**src/rtl/add_accum_16bit.sv**
```systemverilog
// Multi-cycle 16-bit accumulator: sums `len` streamed operands and reports
// the low 16 bits of the total plus a saturating count of carry-outs.
module add_accum_16bit #(
  parameter int unsigned CNT_W = 8
) (
  input  logic             clk,
  input  logic             rst_n,
  input  logic             start,
  input  logic [CNT_W-1:0] len,
  input  logic             in_valid,
  output logic             in_ready,
  input  logic [15:0]      in_data,
  output logic             out_valid,
  input  logic             out_ready,
  output logic [15:0]      out_sum,
  output logic [CNT_W-1:0] out_carries,
  output logic             busy
);

  typedef enum logic [1:0] {
    IDLE = 2'd0,
    ACC  = 2'd1,
    DONE = 2'd2
  } state_t;

  state_t           state_q, state_d;
  logic [CNT_W-1:0] rem_q, rem_d;
  logic [15:0]      acc_q, acc_d;
  logic [CNT_W-1:0] carries_q, carries_d;
  logic [16:0]      sum_ext;

  assign sum_ext = {1'b0, acc_q} + {1'b0, in_data};

  always_comb begin
    state_d   = state_q;
    rem_d     = rem_q;
    acc_d     = acc_q;
    carries_d = carries_q;
    unique case (state_q)
      IDLE: begin
        if (start) begin
          acc_d     = '0;
          carries_d = '0;
          if (len != '0) begin
            rem_d   = len;
            state_d = ACC;
          end else begin
            state_d = DONE;
          end
        end
      end
      ACC: begin
        if (in_valid) begin
          acc_d = sum_ext[15:0];
          // Carry count saturates instead of wrapping.
          if (sum_ext[16] && (carries_q != '1)) begin
            carries_d = carries_q + CNT_W'(1);
          end
          rem_d = rem_q - CNT_W'(1);
          if (rem_q == CNT_W'(1)) begin
            state_d = DONE;
          end
        end
      end
      DONE: begin
        if (out_ready) begin
          state_d = IDLE;
        end
      end
      default: state_d = IDLE;
    endcase
  end

  always_ff @(posedge clk or negedge rst_n) begin
    if (!rst_n) begin
      state_q   <= IDLE;
      rem_q     <= '0;
      acc_q     <= '0;
      carries_q <= '0;
    end else begin
      state_q   <= state_d;
      rem_q     <= rem_d;
      acc_q     <= acc_d;
      carries_q <= carries_d;
    end
  end

  assign in_ready    = (state_q == ACC);
  assign out_valid   = (state_q == DONE);
  assign busy        = (state_q != IDLE);
  assign out_sum     = acc_q;
  assign out_carries = carries_q;

endmodule

```
**config.mk**
```make
export PLATFORM = sky130hd
export DESIGN_NAME = add_accum_16bit
export DESIGN_NICKNAME = d
export VERILOG_FILES = /design/src/rtl/add_accum_16bit.sv
export SDC_FILE = /design/constraint.sdc
export NUM_CORES = 1
export LEC_CHECK = 0
export CORE_MARGIN = 1.5
export CORE_UTILIZATION = 45
export DETAILED_ROUTE_END_ITERATION = 8
export DONT_BUFFER_PORTS = 1
export GPL_ROUTABILITY_DRIVEN = 0
export GPL_TIMING_DRIVEN = 0
export SLEW_MARGIN = 20
export SYNTH_ARGS = -nofsm -noshare
export SYNTH_HDL_FRONTEND = slang
export SYNTH_SLANG_ARGS = --single-unit
export TNS_END_PERCENT = 5
```
**constraint.sdc**
```tcl
create_clock -name clk -period 3 [get_ports clk]
set_input_delay 0.6 -clock clk [delete_from_list [all_inputs] [get_ports clk]]
set_output_delay 0.6 -clock clk [all_outputs]
set_load 0.01 [all_outputs]
```
After elaboration in Yosys (flattened, before gate mapping)
Cells that the tools add are included.

word-level totals
  register bits = 34
  input bits = 29
  output and inout port bits = 27
  word-level logic and storage cells = 43

cells by class
  add/sub/neg operators = 3
  eq/ne operators = 10
  muxes and demuxes = 17
  reductions and logical operators = 9

operators with widths
  operator                                                count
  2-to-1 mux 8 bit                                        6
  2-to-1 mux 16 bit                                       2
  case mux 16 bit (2 select lines)                        1
  case mux 8 bit (2 select lines)                         2
  adder 16 x 16 -> 17 bit                                 1
  AND reduction 4 bit                                     3
  2-to-1 mux 2 bit                                        5
  adder 8 x 1 -> 8 bit (second input constant)            1
  equality test 8 x 1 -> 1 bit (second input constant)    1
  inequality test 8 bit (second input constant)           1
  nonzero test 8 bit                                      1
  subtractor 8 x 1 -> 8 bit (second input constant)       1
  inequality test 2 x 1 -> 1 bit (second input constant)  3
  inequality test 2 bit (second input constant)           3
  case mux 2 bit (3 select lines)                         1
  nonzero test 2 bit                                      2
  AND reduction 3 bit                                     1
  equality test 2 x 1 -> 1 bit (second input constant)    1
  equality test 2 bit (second input constant)             1
  zero test 2 bit                                         1
  logical AND 1 bit                                       1

Longest topological paths before layout
Gate-level depths: netlist of the first run.

  depth in word-level cells = 5
  mapped depth = 9
  mapped depth without buffers = 8

Worst setup path before layout of the first run
Ideal clock, no wire load.

  path kind = input to register
  from = input in_data[0]
  to = register carries_q[3] (netlist: out_carries[3])
  library setup time = 0.131 ns
  data arrival time = 2.285 ns
  required time = 2.869 ns
  setup slack = 0.584 ns
  stages = 8
  buffers on the path = 0
  cell sequence = ha_1 > fa_1 > a211o_1 > o211a_1 > o21a_4 > o211ai_4 > nor2b_1 > a2bb2oi_1

between the ends
  word-level cells in the longest chain between the ends = 4

RTL lines
  element                                          RTL line  text
  from (decl)                                      12        input logic [15:0] in_data,
  adder 16 x 16 -> 17 bit                          32        assign sum_ext = {1'b0, acc_q} + {1'b0, in_data};
  logical AND 1 bit                                56        if (sum_ext[16] && (carries_q != '1)) begin
  inequality test 2 x 1 -> 1 bit (no source line)  -
  AND reduction 4 bit (no source line)             -
  to (signal assigned)                             84        carries_q <= carries_d;
  to (decl)                                        29        logic [CNT_W-1:0] carries_q, carries_d;

Every way passes these cells.
A chain may end at the register's enable or synchronous reset.

Worst setup path after layout of the first run
  from = register acc_q[0] (netlist: out_sum[0])
  to = register carries_q[3] (netlist: out_carries[3])

between the ends
  word-level cells in the longest chain between the ends = 4

RTL lines
  element                                          RTL line  text
  from (decl)                                      28        logic [15:0] acc_q, acc_d;
  from (signal assigned)                           78        acc_q <= '0;
  from (signal assigned)                           83        acc_q <= acc_d;
  adder 16 x 16 -> 17 bit                          32
  logical AND 1 bit                                56
  inequality test 2 x 1 -> 1 bit (no source line)  -
  AND reduction 4 bit (no source line)             -

Every way passes these cells.

==> impl_metrics.tcl, run 1 <==
set metrics [dict create \
    avgSynthCellArea_um2 8.94 \
    fin_crit_sh 0.817 \
    async_flop_share 1.00 \
    dr.pass1.iters 4 \
    fin_area_mm2 0.00272 \
    rsz0062_at_grt "no" \
    drtIter0Drc 126 \
    crit_required_ps 3150 \
    via_per_inst 5.90 \
    ant_nets 0 \
    tns_ps 0 \
    finalHoldViolations 0 \
    hold_path_class "primary input to flop" \
    ctsResizeCount 0 \
    core.rowCount 27 \
    num_vias 2141 \
    use_met3 0.0518 \
    place_area_mm2 0.00262 \
    drc 0 \
    grt.total_usage 0.208 \
    path_max_fanout 7 \
    portBuffers 0 \
    grt_max_degree 20 \
    busiest_layer "met2" \
    post_route_cells_drive_above_1_share 0.0997 \
    end_kind "flop" \
    dp_hpwl_mm 4.43 \
    p_leak_nw 1.16 \
    ys_ff_latch 34 \
    clkSlewWorstSetupHoldPaths_ps 70 \
    power.internal_w 0.00151 \
    grt_pass1_vias 2102 \
    p_switching_w 0.00132 \
    grt_pass1_wl_mm 10.1 \
    cts.htree.levels 2 \
    r2r_slack_ps 550 \
    p_clk_frac 0.119 \
    crit_path_start_kind "flop" \
    finalSetupViolations 0 \
    drt_wl_total_mm 5.99 \
    fill_cells 545 \
    vdd_drop_max_mv 0.404 \
    ys.warnings.count 0 \
    synth_edf_count 0 \
    cp.buffers_inverters 0 \
    antennaDiodeCount 0 \
    synthDistinctLibCells 63 \
    status "finished, final reports clean" \
    die_w_um 78 \
    period_minus_slack_ps 2450 \
    antenna_found_initial 0 \
    relSlewSlack 0.451 \
    drv_cap 0 \
    fmax_mhz 408 \
    worst_pin_slew_ps 821 \
    numCtsBuffers 5 \
    cts_setup_buffers 0 \
    switching_share 0.467 \
    arrival_ps 2600 \
    initial_core_util 0.463 \
    cts_root_buffer "clkbuf_8" \
    grt_overflow 0 \
    crit_slowest_cell "fa_1" \
    final_nets 341 \
    cts.sinks 34 \
    fp.coreArea_mm2 0.00547 \
    skew_ps 7.18 \
    met1_usage 0.261 \
    hold_buffers 1 \
    die_y_um 78 \
    met2_usage 0.358 \
    syn_nets 332 \
    seq_area_frac_synth 0.336 \
    num_io_pins 56 \
    cts_tree "built" \
    die_area_mm2 0.00608 \
    slowest_delay_ps 440 \
    finalMaxSlewViolations 0 \
    syn_inst 283 \
    area_delta_synth_final_pct 7.61 \
    power_density_mw_per_mm2 1040 \
    comb_power_share 0.548 \
    wl_per_cell_um 16.5 \
    synthesis.area_mm2 0.00253 \
    synth_flop_cell "dfrtp_1" \
    clkLatencyLatePin_ps 280 \
    seq_power_share 0.334 \
    cts_buffer_depth 2 \
    crit_type "flop to flop" \
    cp_cell_sequence "ha_1 > fa_1 > a211o_1 > o211a_1 > o21a_4 > o211ai_4 > nor2b_1 > a2bb2oi_1" \
    crit_family "compound AO/OA/AOI/OAI gates" \
]
[final cells by class]
type                            count  area [um2]  area share
Inverter                            9        35.0      0.0129
Tap cell                           72        90.1      0.0331
Multi-Input combinational cell    229        1590       0.585
Sequential cell                    34         851       0.312
Buffer                             11        52.6      0.0193
Clock buffer                        6        82.6      0.0303
Timing Repair Buffer                2        20.0     0.00735
[registers in the layout, indices dropped and copies added, names as in the netlist]
register	count
out_sum	16
out_carries	8
rem_q	8
state_q	2
[layer usage]
metal  vias to the layer above  wire (um)
met5                         -          0
li1                       1077          -
met4                         0         38
met1                      1011       2740
met2                        49       2930
met3                         4        293
[placed cells by master, fill, tap and decap left out, types with 7 or more instances in the layout]
master    count
ha_1         19
nand2_1      28
dfrtp_1      34
o21ai_1      13
inv_1         8
a31oi_1       8
a21oi_1      20
nor2_1       20
nand4_1       7
o21ai_0      12
nand2b_1      7
[synthesized netlist by cell type, types with 6 or more instances]
cell	count	area [um2]
nand2b_1	7	43.8
o21ai_1	13	65.1
xnor2_1	6	52.6
nand4_1	7	43.8
ha_1	19	238
a21oi_1	20	100
nor2_1	20	75.1
a31oi_1	8	50.1
a21o_1	6	45.0
buf_2	6	30.0
dfrtp_1	34	851
inv_1	8	30.0
o21ai_0	12	60.1
nor3_1	6	30.0
nand2_1	28	105
[path summary, 6_finish.rpt]
| check | startpoint | endpoint | depth (start not counted) |
|---|---|---|---|
| max reg2reg | out_sum[0] | out_carries[3] | 8 |
| max | out_sum[0] | out_carries[3] | 8 |
| min reg2reg | rem_q[7] | rem_q[7] | 1 |
| min | len[0] | rem_q[0] | 2 |
| min in group asynchronous | rst_n | out_sum[12] | 1 |
| max in group asynchronous | rst_n | rem_q[2] | 1 |
[kinds of logic after synthesis]
| group | synth area share |
|---|---|
| mux | 0.00791 |
| simple gates | 0.179 |
| fa+ha+maj | 0.102 |
| buf+inv | 0.0346 |
| flops | 0.336 |
| xor+xnor | 0.0346 |
| compound gates | 0.306 |
[power by group through the flow]
| stage | Clock, W | Sequential, W | Combinational [W] |
|---|---|---|---|
| floorplan | 0 | 0.000889 | 0.00129 |
| global placement | 0 | 0.000941 | 0.00151 |
| detailed placement | 0 | 0.000951 | 0.00153 |
| CTS | 0.000353 | 0.000943 | 0.00154 |
| global route | 0.000376 | 0.000977 | 0.00175 |
| finish | 0.000335 | 0.000942 | 0.00155 |
[metrics by stage]
| stage | hold WS [ps] | utilization | power, W | worst slack, ps | instances |
|---|---|---|---|---|---|
| 6_report | 453 | 0.498 | 0.00282 | 549 | 363 |
| 4_1_cts | 1.35 | 0.496 | 0.00284 | 544 | 362 |
| 3_5_place_dp | 305 | 0.479 | 0.00248 | 401 | 355 |
| 5_1_grt | 435 | 0.498 | 0.00310 | 425 | 363 |
| 2_1_floorplan | 304 | - | 0.00217 | 584 | 283 |
| 3_3_place_gp | 305 | 0.479 | 0.00245 | 414 | 355 |
No activity file was read; power rests on OpenSTA's default activity.
==> run 2, diff against run 1 <==
Clock period 3 ns to 2.45 ns, I/O delays scaled along.
==> run 2 against run 1 <==
Against the previous run:
- global-route usage is 0.20 points lower
- clock power grew 22%
- non-clock buffer count fell by 1
- die area unchanged
- highest routed layer unchanged
==> impl_metrics.tcl, run 2 (synthesis gave the netlist of run 1 again) <==
set metrics [dict create \
    r2r-start "out_sum[0]" \
    crit_family "compound AO/OA/AOI/OAI gates" \
    clkLatencyLatePin_ps 280 \
    rsz0062_at_grt "no" \
    num_vias 2147 \
    finish.utilization 0.499 \
    drc 0 \
    numCtsBuffers 5 \
    crit_required_ps 2600 \
    fp.coreArea_mm2 0.00547 \
    place_area_mm2 0.00262 \
    die_area_mm2 0.00608 \
    num_io_pins 56 \
    status "finished, final reports clean" \
    wl_per_cell_um 16.3 \
    crit_type "flop to flop" \
    hold_path_class "primary input to async pin" \
    cts_buffer_depth 2 \
    grt_overflow 0 \
    drv_cap 0 \
    final_cell_mix "34 x dfrtp_1, 28 x nand2_1, 20 x a21oi_1, 20 x nor2_1, 18 x ha_1" \
    path_max_fanout 7 \
    cts_root_buffer "clkbuf_8" \
    area_delta_synth_final_pct 7.81 \
    end_kind "flop" \
    worstReg2RegEnd "out_carries[3]" \
    grt_pass1_vias 2099 \
    critPathLaunch "out_sum[0]" \
    worstSetupEndpoint "out_carries[3]" \
    final_common_cell "dfrtp_1" \
    final_nets 340 \
    power_density_mw_per_mm2 1270 \
    cts.htree.levels 2 \
    relSlewSlack 0.644 \
    antennaDiodeCount 0 \
    antenna_found_initial 0 \
    arrival_ps 2500 \
    cp_cell_sequence "ha_2 > fa_2 > a211o_1 > o211a_1 > o21a_4 > o211ai_4 > nor2b_1 > a2bb2oi_1" \
    pre_cts_ws_ps -39.0 \
    vdd_drop_max_mv 0.490 \
    cts.sinks 34 \
    dp_hpwl_mm 4.43 \
    fin_crit_sh 0.958 \
    fin_area_mm2 0.00273 \
    grt.total_usage 0.206 \
    period_minus_slack_ps 2350 \
    ant_nets 0 \
    largest_reg_flops 16 \
    clkSlewWorstSetupHoldPaths_ps 70 \
    finalHoldViolations 0 \
    cts_setup_buffers 0 \
    post_route_cells_drive_above_1_share 0.110 \
    core.rowCount 27 \
    die_w_um 78 \
    cts_tree "built" \
    slowest_delay_ps 440 \
    fmax_mhz 426 \
    grt_max_degree 35 \
    r2r_slack_ps 100 \
    portBuffers 0 \
    dr.pass1.iters 4 \
    finalSetupViolations 0 \
    reg2reg_depth 8 \
    crit_slowest_cell "dfrtp_1" \
    finalMaxSlewViolations 0 \
    skew_ps 7.03 \
    cp.buffers_inverters 0 \
    drtIter0Drc 94 \
    initial_core_util 0.463 \
    via_per_inst 5.93 \
    die_y_um 78 \
    drt_wl_total_mm 5.91 \
    setup_slack_ps 104 \
    worst_pin_slew_ps 534 \
    crit_path_start_kind "flop" \
    cp.depth 8 \
    p_leak_nw 1.16 \
    grt_pass1_wl_mm 10.0 \
]
==> run 2: how the worst min path moves through the flow <==
stage | startpoint | slack (ps) | cells past startpoint | endpoint
3_3_place_gp | rst_n | 200 | 0 | out_sum[12]
3_5_place_dp | rst_n | 200 | 0 | out_sum[12]
2_1_floorplan | rst_n | 190 | 0 | out_carries[0]
6_report | rst_n | 40 | 1 | out_sum[12]
5_1_grt | rst_n | 40 | 1 | out_sum[10]
4_1_cts | rst_n | 40 | 1 | out_sum[12]
==> run 2: power breakdown <==
| part | internal, W | total [W] | switching, W |
|---|---|---|---|
| sequential | 0.000809 | 0.00116 | 0.000346 |
| clock | 0.000217 | 0.000410 | 0.000193 |
| combinational | 0.000823 | 0.00189 | 0.00107 |
| total | 0.00185 | 0.00346 | 0.00161 |
==> run 2: routing by layer <==
| layer | part of all wire | GRT usage | wire, um | vias to the layer above |
|---|---|---|---|---|
| li1 | - | - | - | 1074 |
| met1 | 0.45 | 0.259 | 2650 | 1012 |
| met2 | 0.49 | 0.353 | 2920 | 57 |
| met3 | 0.050 | 0.0518 | 297 | 4 |
| met4 | 0.0064 | 0.0482 | 38 | 0 |
| met5 | 0 | 0 | 0 | - |
==> run 2: layout make-up <==
cell class,instances,area (um2)
tap,72,90.1
multi-input combinational,229,1600
buffer,11,52.6
fill,544,2740
timing repair buffer,1,20.0
sequential,34,851
clock buffer,6,82.6
inverter,9,35.0
==> run 2: per-stage QoR <==
step                cells  TNS [ps]  hold slack (ps)  total power, W
finish                362         0             37.1         0.00346
CTS                   362         0             35.9         0.00348
global route          362         0             37.1         0.00380
floorplan             283         0              194         0.00266
detailed placement    355      -112              195         0.00304
global placement      355     -53.8              195         0.00300
==> run 2: repair_timing <==
| item | CTS | global route |
|---|---|---|
| hold endpoints to repair | 34 | 0 |
| resized for setup | 0 | 2 |
| hold buffers | 1 | 0 |
| cloned | 0 | 0 |
| pin swaps | 1 | 1 |
| endpoints found under the setup margin | 1 | 8 |
